`config.mk`:
```
export PLATFORM = sky130hd
export DESIGN_NAME = obstacle_scroller
export DESIGN_NICKNAME = d
export VERILOG_FILES = /design/src/rtl/game_pkg.sv /design/src/rtl/rect_overlap.sv /design/src/rtl/obstacle_scroller.sv
export SDC_FILE = /design/constraint.sdc
export NUM_CORES = 1
export LEC_CHECK = 0
export CAP_MARGIN = 5
export CELL_PAD_IN_SITES_DETAIL_PLACEMENT = 1
export CELL_PAD_IN_SITES_GLOBAL_PLACEMENT = 1
export CORE_MARGIN = 3
export CORE_UTILIZATION = 30
export CTS_CLUSTER_SIZE = 24
export DETAILED_ROUTE_END_ITERATION = 12
export PLACE_DENSITY = 0.67
export SYNTH_ARGS = -nofsm -noshare
export SYNTH_HDL_FRONTEND = slang
export SYNTH_SLANG_ARGS = --single-unit
```
`constraint.sdc`:
```
create_clock -name Clk -period 3 [get_ports Clk]
set_input_delay 0.3 -clock Clk [delete_from_list [all_inputs] [get_ports Clk]]
set_output_delay 0.3 -clock Clk [all_outputs]
set_load 0.02 [all_outputs]
```
`src/rtl/game_pkg.sv`:
```
// Shared types and playfield constants for the obstacle/game datapath.
package game_pkg;

  typedef enum logic [1:0] {
    IDLE   = 2'd0,
    SCROLL = 2'd1,
    DONE   = 2'd2
  } obstacle_state_t;

  localparam int SCREEN_W = 640;
  localparam int SCREEN_H = 480;
  localparam int COORD_W  = 10;

endpackage

```
`src/rtl/rect_overlap.sv`:
```
// Combinational axis-aligned rectangle overlap test; sums are one bit wider
// than the coordinates so edges near the top of the range cannot wrap.
import game_pkg::*;

module rect_overlap (
  input  logic [COORD_W-1:0] a_x,
  input  logic [COORD_W-1:0] a_y,
  input  logic [COORD_W-1:0] a_w,
  input  logic [COORD_W-1:0] a_h,
  input  logic [COORD_W-1:0] b_x,
  input  logic [COORD_W-1:0] b_y,
  input  logic [COORD_W-1:0] b_w,
  input  logic [COORD_W-1:0] b_h,
  output logic               overlap
);

  logic [COORD_W:0] a_r, a_b, b_r, b_b;

  assign a_r = {1'b0, a_x} + {1'b0, a_w};
  assign a_b = {1'b0, a_y} + {1'b0, a_h};
  assign b_r = {1'b0, b_x} + {1'b0, b_w};
  assign b_b = {1'b0, b_y} + {1'b0, b_h};

  assign overlap = ({1'b0, a_x} < b_r) && ({1'b0, b_x} < a_r) &&
                   ({1'b0, a_y} < b_b) && ({1'b0, b_y} < a_b);

endmodule

```
`src/rtl/obstacle_scroller.sv`:
```
// One obstacle slot: scrolls a rectangle left once per frame and reports
// a single collision pulse per new overlap with the player.
import game_pkg::*;

module obstacle_scroller #(
  parameter int START_X = 640,
  parameter int Y_TOP   = 400,
  parameter int WIDTH   = 32,
  parameter int HEIGHT  = 32,
  parameter int SPEED   = 4
) (
  input  logic               Clk,
  input  logic               Reset,
  input  logic               ready,
  input  logic               frame_tick,
  input  logic [COORD_W-1:0] player_x,
  input  logic [COORD_W-1:0] player_y,
  input  logic [COORD_W-1:0] player_size,
  output logic [COORD_W-1:0] pos_x,
  output logic               active,
  output logic               collision,
  output logic               end_level
);

  localparam logic [COORD_W-1:0] START = COORD_W'(START_X);
  localparam logic [COORD_W-1:0] STEP  = COORD_W'(SPEED);

  obstacle_state_t state;
  logic            overlap, overlap_q, overlap_prev;

  rect_overlap u_overlap (
    .a_x     (pos_x),
    .a_y     (COORD_W'(Y_TOP)),
    .a_w     (COORD_W'(WIDTH)),
    .a_h     (COORD_W'(HEIGHT)),
    .b_x     (player_x),
    .b_y     (player_y),
    .b_w     (player_size),
    .b_h     (player_size),
    .overlap (overlap)
  );

  // Dropping ready wins over everything except Reset, including a same-cycle tick.
  always_ff @(posedge Clk) begin
    if (Reset || !ready) begin
      state     <= IDLE;
      pos_x     <= START;
      active    <= 1'b0;
      end_level <= 1'b0;
    end else begin
      case (state)
        IDLE: begin
          state  <= SCROLL;
          active <= 1'b1;
        end
        SCROLL: begin
          if (frame_tick) begin
            if (pos_x < STEP) begin
              state     <= DONE;
              active    <= 1'b0;
              end_level <= 1'b1;
            end else begin
              pos_x <= pos_x - STEP;
            end
          end
        end
        DONE: begin
          active    <= 1'b0;
          end_level <= 1'b1;
        end
        default: begin
          state     <= IDLE;
          pos_x     <= START;
          active    <= 1'b0;
          end_level <= 1'b0;
        end
      endcase
    end
  end

  // Two register stages give the collision pulse a fixed two-cycle latency.
  always_ff @(posedge Clk) begin
    if (Reset) begin
      overlap_q    <= 1'b0;
      overlap_prev <= 1'b0;
      collision    <= 1'b0;
    end else begin
      overlap_q    <= overlap && (state == SCROLL);
      overlap_prev <= overlap_q;
      collision    <= overlap_q && !overlap_prev;
    end
  end

endmodule

```
==> After elaboration in Yosys (flattened, before gate mapping) <==
Index checks and enable logic that the tools add are counted.
{ "totals": {"word_cells": 50, "register_bits": 17, "out_inout_bits": 13, "input_bits": 34} }
{ "op_classes": {"eq_ne": 5, "n_addsub": 4, "n_reduce_logical": 14, "mux": 12, "bitwise_logic": 3, "n_lt_le_gt_ge": 5} }
{ "op_table": {"columns": ["op", "n"], "rows": [
  ["$add 10x10->11", 2],
  ["$lt 10x11->1", 2],
  ["$mux 10", 2],
  ["$pmux 10 s2", 1],
  ["$add 10x6->11 const B", 1],
  ["$lt 9x11->1 const A", 1],
  ["$lt 10x3->1 const B", 1],
  ["$lt 10x9->1 const B", 1],
  ["$sub 10x3->10 const B", 1],
  ["$reduce_and 3->1", 3],
  ["$ne 2x2->1 const B", 3],
  ["$pmux 2 s3", 1],
  ["$logic_and 1x1->1", 5],
  ["$mux 1", 4],
  ["$mux 2", 2],
  ["$not 1->1", 3],
  ["$pmux 1 s3", 1],
  ["$eq 2x1->1 const B", 1],
  ["$eq 2x2->1 const B", 1],
  ["$logic_not 1->1", 2],
  ["$logic_not 2->1", 1],
  ["$pmux 1 s2", 1],
  ["$reduce_and 2->1", 1],
  ["$reduce_or 2->1", 1],
  ["$logic_or 1x1->1", 1]
]} }

==> Logic depth before layout (Yosys ltp) <==
{ "logic_depth": {"word_depth": 6, "mapped_depth": 16, "depth_no_buf": 16} }

==> Hierarchy <==
A second synthesis with hierarchy kept.
{ "unflattened": {"cells_unflattened": 382, "area_unflattened_um2": 3168.0} }
{ "by_module_without_submodules": {"columns": ["mod", "area_each_um2", "cells_each", "instances"], "rows": [
  ["rect_overlap", 2344.7, 287, 1],
  ["obstacle_scroller", 823.3, 95, 1]
]} }

==> Least setup slack after synthesis <==
No wires, ideal clock.
{ "synth_path": {"path_type": "input -> register", "start": "input player_x[0]", "end": "register overlap_q", "arrival_time_ns": 2.682, "path_stages": 15, "required_time_ns": 2.913, "path_buffers": 0, "setup_time_ns": 0.087, "setup_slack_ns": 0.231, "cell_sequence": "ha_1 -> fa_1 -> a211o_1 -> nand2_1 -> nand2b_1 -> a21oi_1 -> xor2_1 -> ha_1 -> nand4_1 -> nand3_1 -> o21ai_0 -> a22oi_1 -> nor3_1 -> o21ai_0 -> o31ai_1"} }
{ "synth_between": {"elab_chain_cells": 6, "word_cells_on_any_way": 7, "cone_classes": "add/sub: 1; order compare: 2; reduce/logical: 4"} }
{ "synth_rtl": {"columns": ["element", "line_no", "rtl"], "rows": [
  ["start: declaration", "obstacle_scroller.sv:16", "input logic [COORD_W-1:0] player_x,"],
  ["$add 10x10->11", "rect_overlap.sv:21", "assign b_r = {1'b0, b_x} + {1'b0, b_w};"],
  ["$lt 10x11->1", "rect_overlap.sv:24", "assign overlap = ({1'b0, a_x} < b_r) && ({1'b0, b_x} < a_r) &&"],
  ["$logic_and 1x1->1 * (2 in a row)", "rect_overlap.sv:24", null],
  ["$logic_and 1x1->1 *", "rect_overlap.sv:25", "({1'b0, a_y} < b_b) && ({1'b0, b_y} < a_b);"],
  ["$logic_and 1x1->1 *", "obstacle_scroller.sv:88", "overlap_q <= overlap && (state == SCROLL);"],
  ["end signal: assignment", "obstacle_scroller.sv:88", null],
  ["end: declaration", "obstacle_scroller.sv:29", "logic overlap, overlap_q, overlap_prev;"]
]} }
Mark *: on every way between the ends. The rest lies on a longest branch, timed or not.
A chain may end at the register's enable or synchronous reset.

==> Worst setup path after layout <==
{ "layout_path": {"start": "input player_size[3]", "end": "register overlap_q"} }
{ "layout_between": {"elab_chain_cells": 6, "word_cells_on_any_way": 8, "cone_classes": "add/sub: 2; order compare: 2; reduce/logical: 4"} }
{ "layout_rtl": {"columns": ["element", "line_no", "rtl"], "rows": [
  ["start: declaration", "obstacle_scroller.sv:18", "input logic [COORD_W-1:0] player_size,"],
  ["$add 10x10->11", "rect_overlap.sv:21", null],
  ["$lt 10x11->1", "rect_overlap.sv:24", null],
  ["$logic_and 1x1->1", "rect_overlap.sv:24", null],
  ["$logic_and 1x1->1 *", "rect_overlap.sv:24", null],
  ["$logic_and 1x1->1 *", "rect_overlap.sv:25", null],
  ["$logic_and 1x1->1 *", "obstacle_scroller.sv:88", null]
]} }
Marks and branches as above.

==> run_results.csv <==
group,metric,value,unit
cells_and_area,design.final.nets,388,
drt,drt_iter0_drc,100,
global_route,grt_first_pass_wirelength,9320,um
placement,post_dp_cell_area,0.00260,sq mm
logic_synthesis,syn_area_per_cell,8.31,sq um
clocking,htree_levels,1,
timing,hold_violations,0,
global_route,grt_start_max_net_pins,11,
logic_synthesis,largest_family_of_logic_cells_by_synthesized_area,"adder cells",
placement,hpwlAfterDp,4490,um
logic_synthesis,synth.mux.area_fraction,0.526,%
clocking,cts.clk_slew.worst_paths,0.06,ns
power,design_power_total,814,uW
logic_synthesis,share_of_async_settable_or_async_resettable_flops_after_synthesis,0,%
drt,detail_route.first_pass.iterations,4,
cells_and_area,final_cells,384,
cells_and_area,finalInstanceArea,0.00281,sq mm
power,cellPowerDensity,289,mW/mm^2
timing,finalWorstPathRequiredPeriod,2.85,ns
global_route,first_global_vias,2003,
placement,port-buffer-count,44,
logic_synthesis,synth_enable_flop_cells,0,
logic_synthesis,synth_compound_area_share,21.1,%
logic_synthesis,synth_xor_xnor_area_share,10.1,%
critical_path,worstPathMaxFanout,2,
logic_synthesis,dominantRegCellSynth,"dfxtp_1",
critical_path,worstPathRequired,3.13,ns
timing,final_number_of_setup_violating_endpoints,0,
timing,worstMarginPinSlew,0.608,ns
clocking,tritoncts,"built",
logic_synthesis,yosys_warnings,0,
critical_path,critPathKind,"input pin to flip-flop",
timing,max_slew_margin,59.1,%
critical_path,timing.critical_path.to_type,"flip-flop",
clocking,post_cts_hold_buffer_count,0,
logic_synthesis,synth.distinct_cells,44,
critical_path,worst_setup_path_startpoint,"player_size[3]",
hold_path,worst_min_delay_path_class,"flip-flop to flip-flop",
power,power_leakage,0.00124,uW
logic_synthesis,synth_area,0.00190,sq mm
timing,final.hold.worst_slack,0.387,ns
logic_synthesis,synth_simple_gate_area_share,19.1,%
hold_path,min_from,"overlap_prev$_SDFF_PP0_",
logic_synthesis,synth_sequential_area_ratio,15.8,%
drt,ant_nets,0,
floorplan,num_io_pins,47,
critical_path,startpoint_type,"input pin",
run,max_cap_viol_count,0,
logic_synthesis,number_of_storage_elements_in_the_synthesis_netlist,15,
drt,route.final.wire_length,5620,um
logic_synthesis,postSynthCellCount,229,
clocking,cts_root_buffer,"clkbuf_8",
clocking,clock_tree.buffer_depth,2,
floorplan,coreArea,0.00603,sq mm
floorplan,starting_density_of_the_core,31.6,%
clocking,cts.sinks,15,
drt,route.detailed.wl_per_inst,14.6,um
power,power.ir.vdd_worst,0.118,mV
global_route,global_route.overflow_total,0,
floorplan,chipHeight,85.6,um
drt,post-route-drc-count,0,
critical_path,worst_r2r_startpoint,"pos_x[5]$_SDFFE_PP0P_",
clocking,clock_latency,0.25,ns
drt,via_count,1932,
critical_path,worstPathArrival,2.98,ns
clocking,number_of_buffers_created_by_cts,3,
placement,final_wtd_congestion,0.772,
floorplan,die_width,85.6,um
drt,vias_per_cell,5.03,
timing,final_max_slew_viol_count,0,
timing,fin_setup_tns,0,ns
global_route,grt_antenna_before_repair,0,
outcome,status,"complete, no violations",
cells_and_area,final_layout_size_suffix_gt1_share,21.4,%
logic_synthesis,synth_fa_ha_area_share,29.7,%
cells_and_area,insertedDiodeCount,0,
cells_and_area,area_overhead_of_the_layout_relative_to_synthesis,47.8,%
global_route,gr-usage-all-layers,15.4,%
timing,achievable-frequency,350,MHz
placement,dp_cells,370,
timing,finClkSkew,0.00224,ns
floorplan,design.die.area,0.00734,sq mm
timing,period_share,95.1,%
floorplan,core.rowCount,28,
cells by family after synthesis:
kind of cell               count (synthesis)
muxes                                      1
DFF                                       15
and+or+nand+nor                           71
xor gates and xnor gates                  22
other                                      1
AOI/OAI and AO/OA                         60
adders and majority gates                 44
buffers and inverters                     15
final timing paths:
path	end	slack [ns]	cells after the start
setup / recovery	overlap_q$_SDFF_PP0_	0.15	18
hold / removal	collision$_SDFF_PP0_	0.39	1
setup reg to reg	overlap_q$_SDFF_PP0_	0.49	11
hold reg to reg	collision$_SDFF_PP0_	0.39	1
cells in the mapped netlist, types with 3 or more instances:
cell / count / area share [%]
a21o_1: 4 / 1.6
a21oi_1: 20 / 5.3
dfxtp_1: 15 / 16
ha_1: 42 / 28
inv_1: 11 / 2.2
nand2_1: 15 / 3.0
nand2b_1: 4 / 1.3
nand3_1: 5 / 1.3
nand4_1: 4 / 1.3
nor2_1: 19 / 3.7
nor2b_1: 5 / 1.6
nor3_1: 8 / 2.1
o21a_1: 4 / 1.6
o21ai_0: 12 / 3.2
o21bai_1: 3 / 1.2
xnor2_1: 14 / 6.4
xor2_1: 8 / 3.7
power by group:
part | total, uW | leakage (uW) | switching (uW) | internal [uW]
registers | 214 | 0.000122 | 8.28 | 206
logic | 432 | 0.00110 | 206 | 226
clock network | 168 | 0.0000228 | 73.9 | 94.2
metrics by stage:
step / util (%) / worst slack (ns)
final: 46.7 / 0.146
after global routing: 46.7 / -0.0249
after CTS: 44.9 / 0.0148
after detailed placement: 43.2 / -0.558
after global placement: 43.2 / -0.492
after floorplan: - / 0.231
flip-flops by register name (all words and copies together), names as in the netlist:
register	flops
active	1
overlap_prev	1
overlap_q	1
collision	1
pos_x	8
state	2
end_level	1
timing repair:
item | 4_1_cts | 5_1_grt
resized for setup | 15 | 30
setup buffers | 4 | 6
endpoints found under the setup margin | 1 | 1
endpoints found under the hold margin | 0 | 0
pin swaps | 13 | 23
critical path, stage by stage:
cell	delay, ns
clkdlybuf4s50_1	0.45
ha_1	0.33
inv_2	0.05
o21bai_2	0.21
a21oi_4	0.09
buf_4	0.13
o21bai_1	0.15
a21oi_1	0.10
xor2_1	0.14
ha_1	0.26
o21ai_0	0.07
nor2_1	0.11
o21ai_2	0.07
a22oi_2	0.14
nor3_2	0.07
buf_4	0.13
o41ai_1	0.05
o31ai_1	0.12
area by class of cell:
type	count	area (sq um)
sequential	15	300
multi-input combinational	200	1620
tap	75	93.8
fill	754	3210
inverter	11	41.3
timing repair buffer	79	708
clock buffer	4	45.0
per-layer routing:
layer	share of wire (%)	GRT usage [%]	vias to the layer above
met3	3.3	1.83	5
met4	0.78	3.02	0
met5	0	0	-
li1	-	-	996
met1	48	20.6	896
met2	48	26.7	35
cells in the final DEF (no fill, tap or decap), drive strengths merged, types with 2 or more instances in the layout:
master          n
clkbuf          8
o41ai           3
buf            35
and4            2
o21ai          12
inv            11
xnor2          14
nand3           5
nand2b          4
nor3            8
nor4            2
conb            2
xor2            8
nand4           4
a211o           2
nor2b           5
nand2          15
a21oi          20
ha             42
nor2           19
a211oi          2
o21bai          3
clkdlybuf4s50  33
o31ai           2
a31oi           2
o21a            4
fa              2
a21o            4
dlymetal6s2s    7
dfxtp          15
No activity file was read; power rests on OpenSTA's default activity.
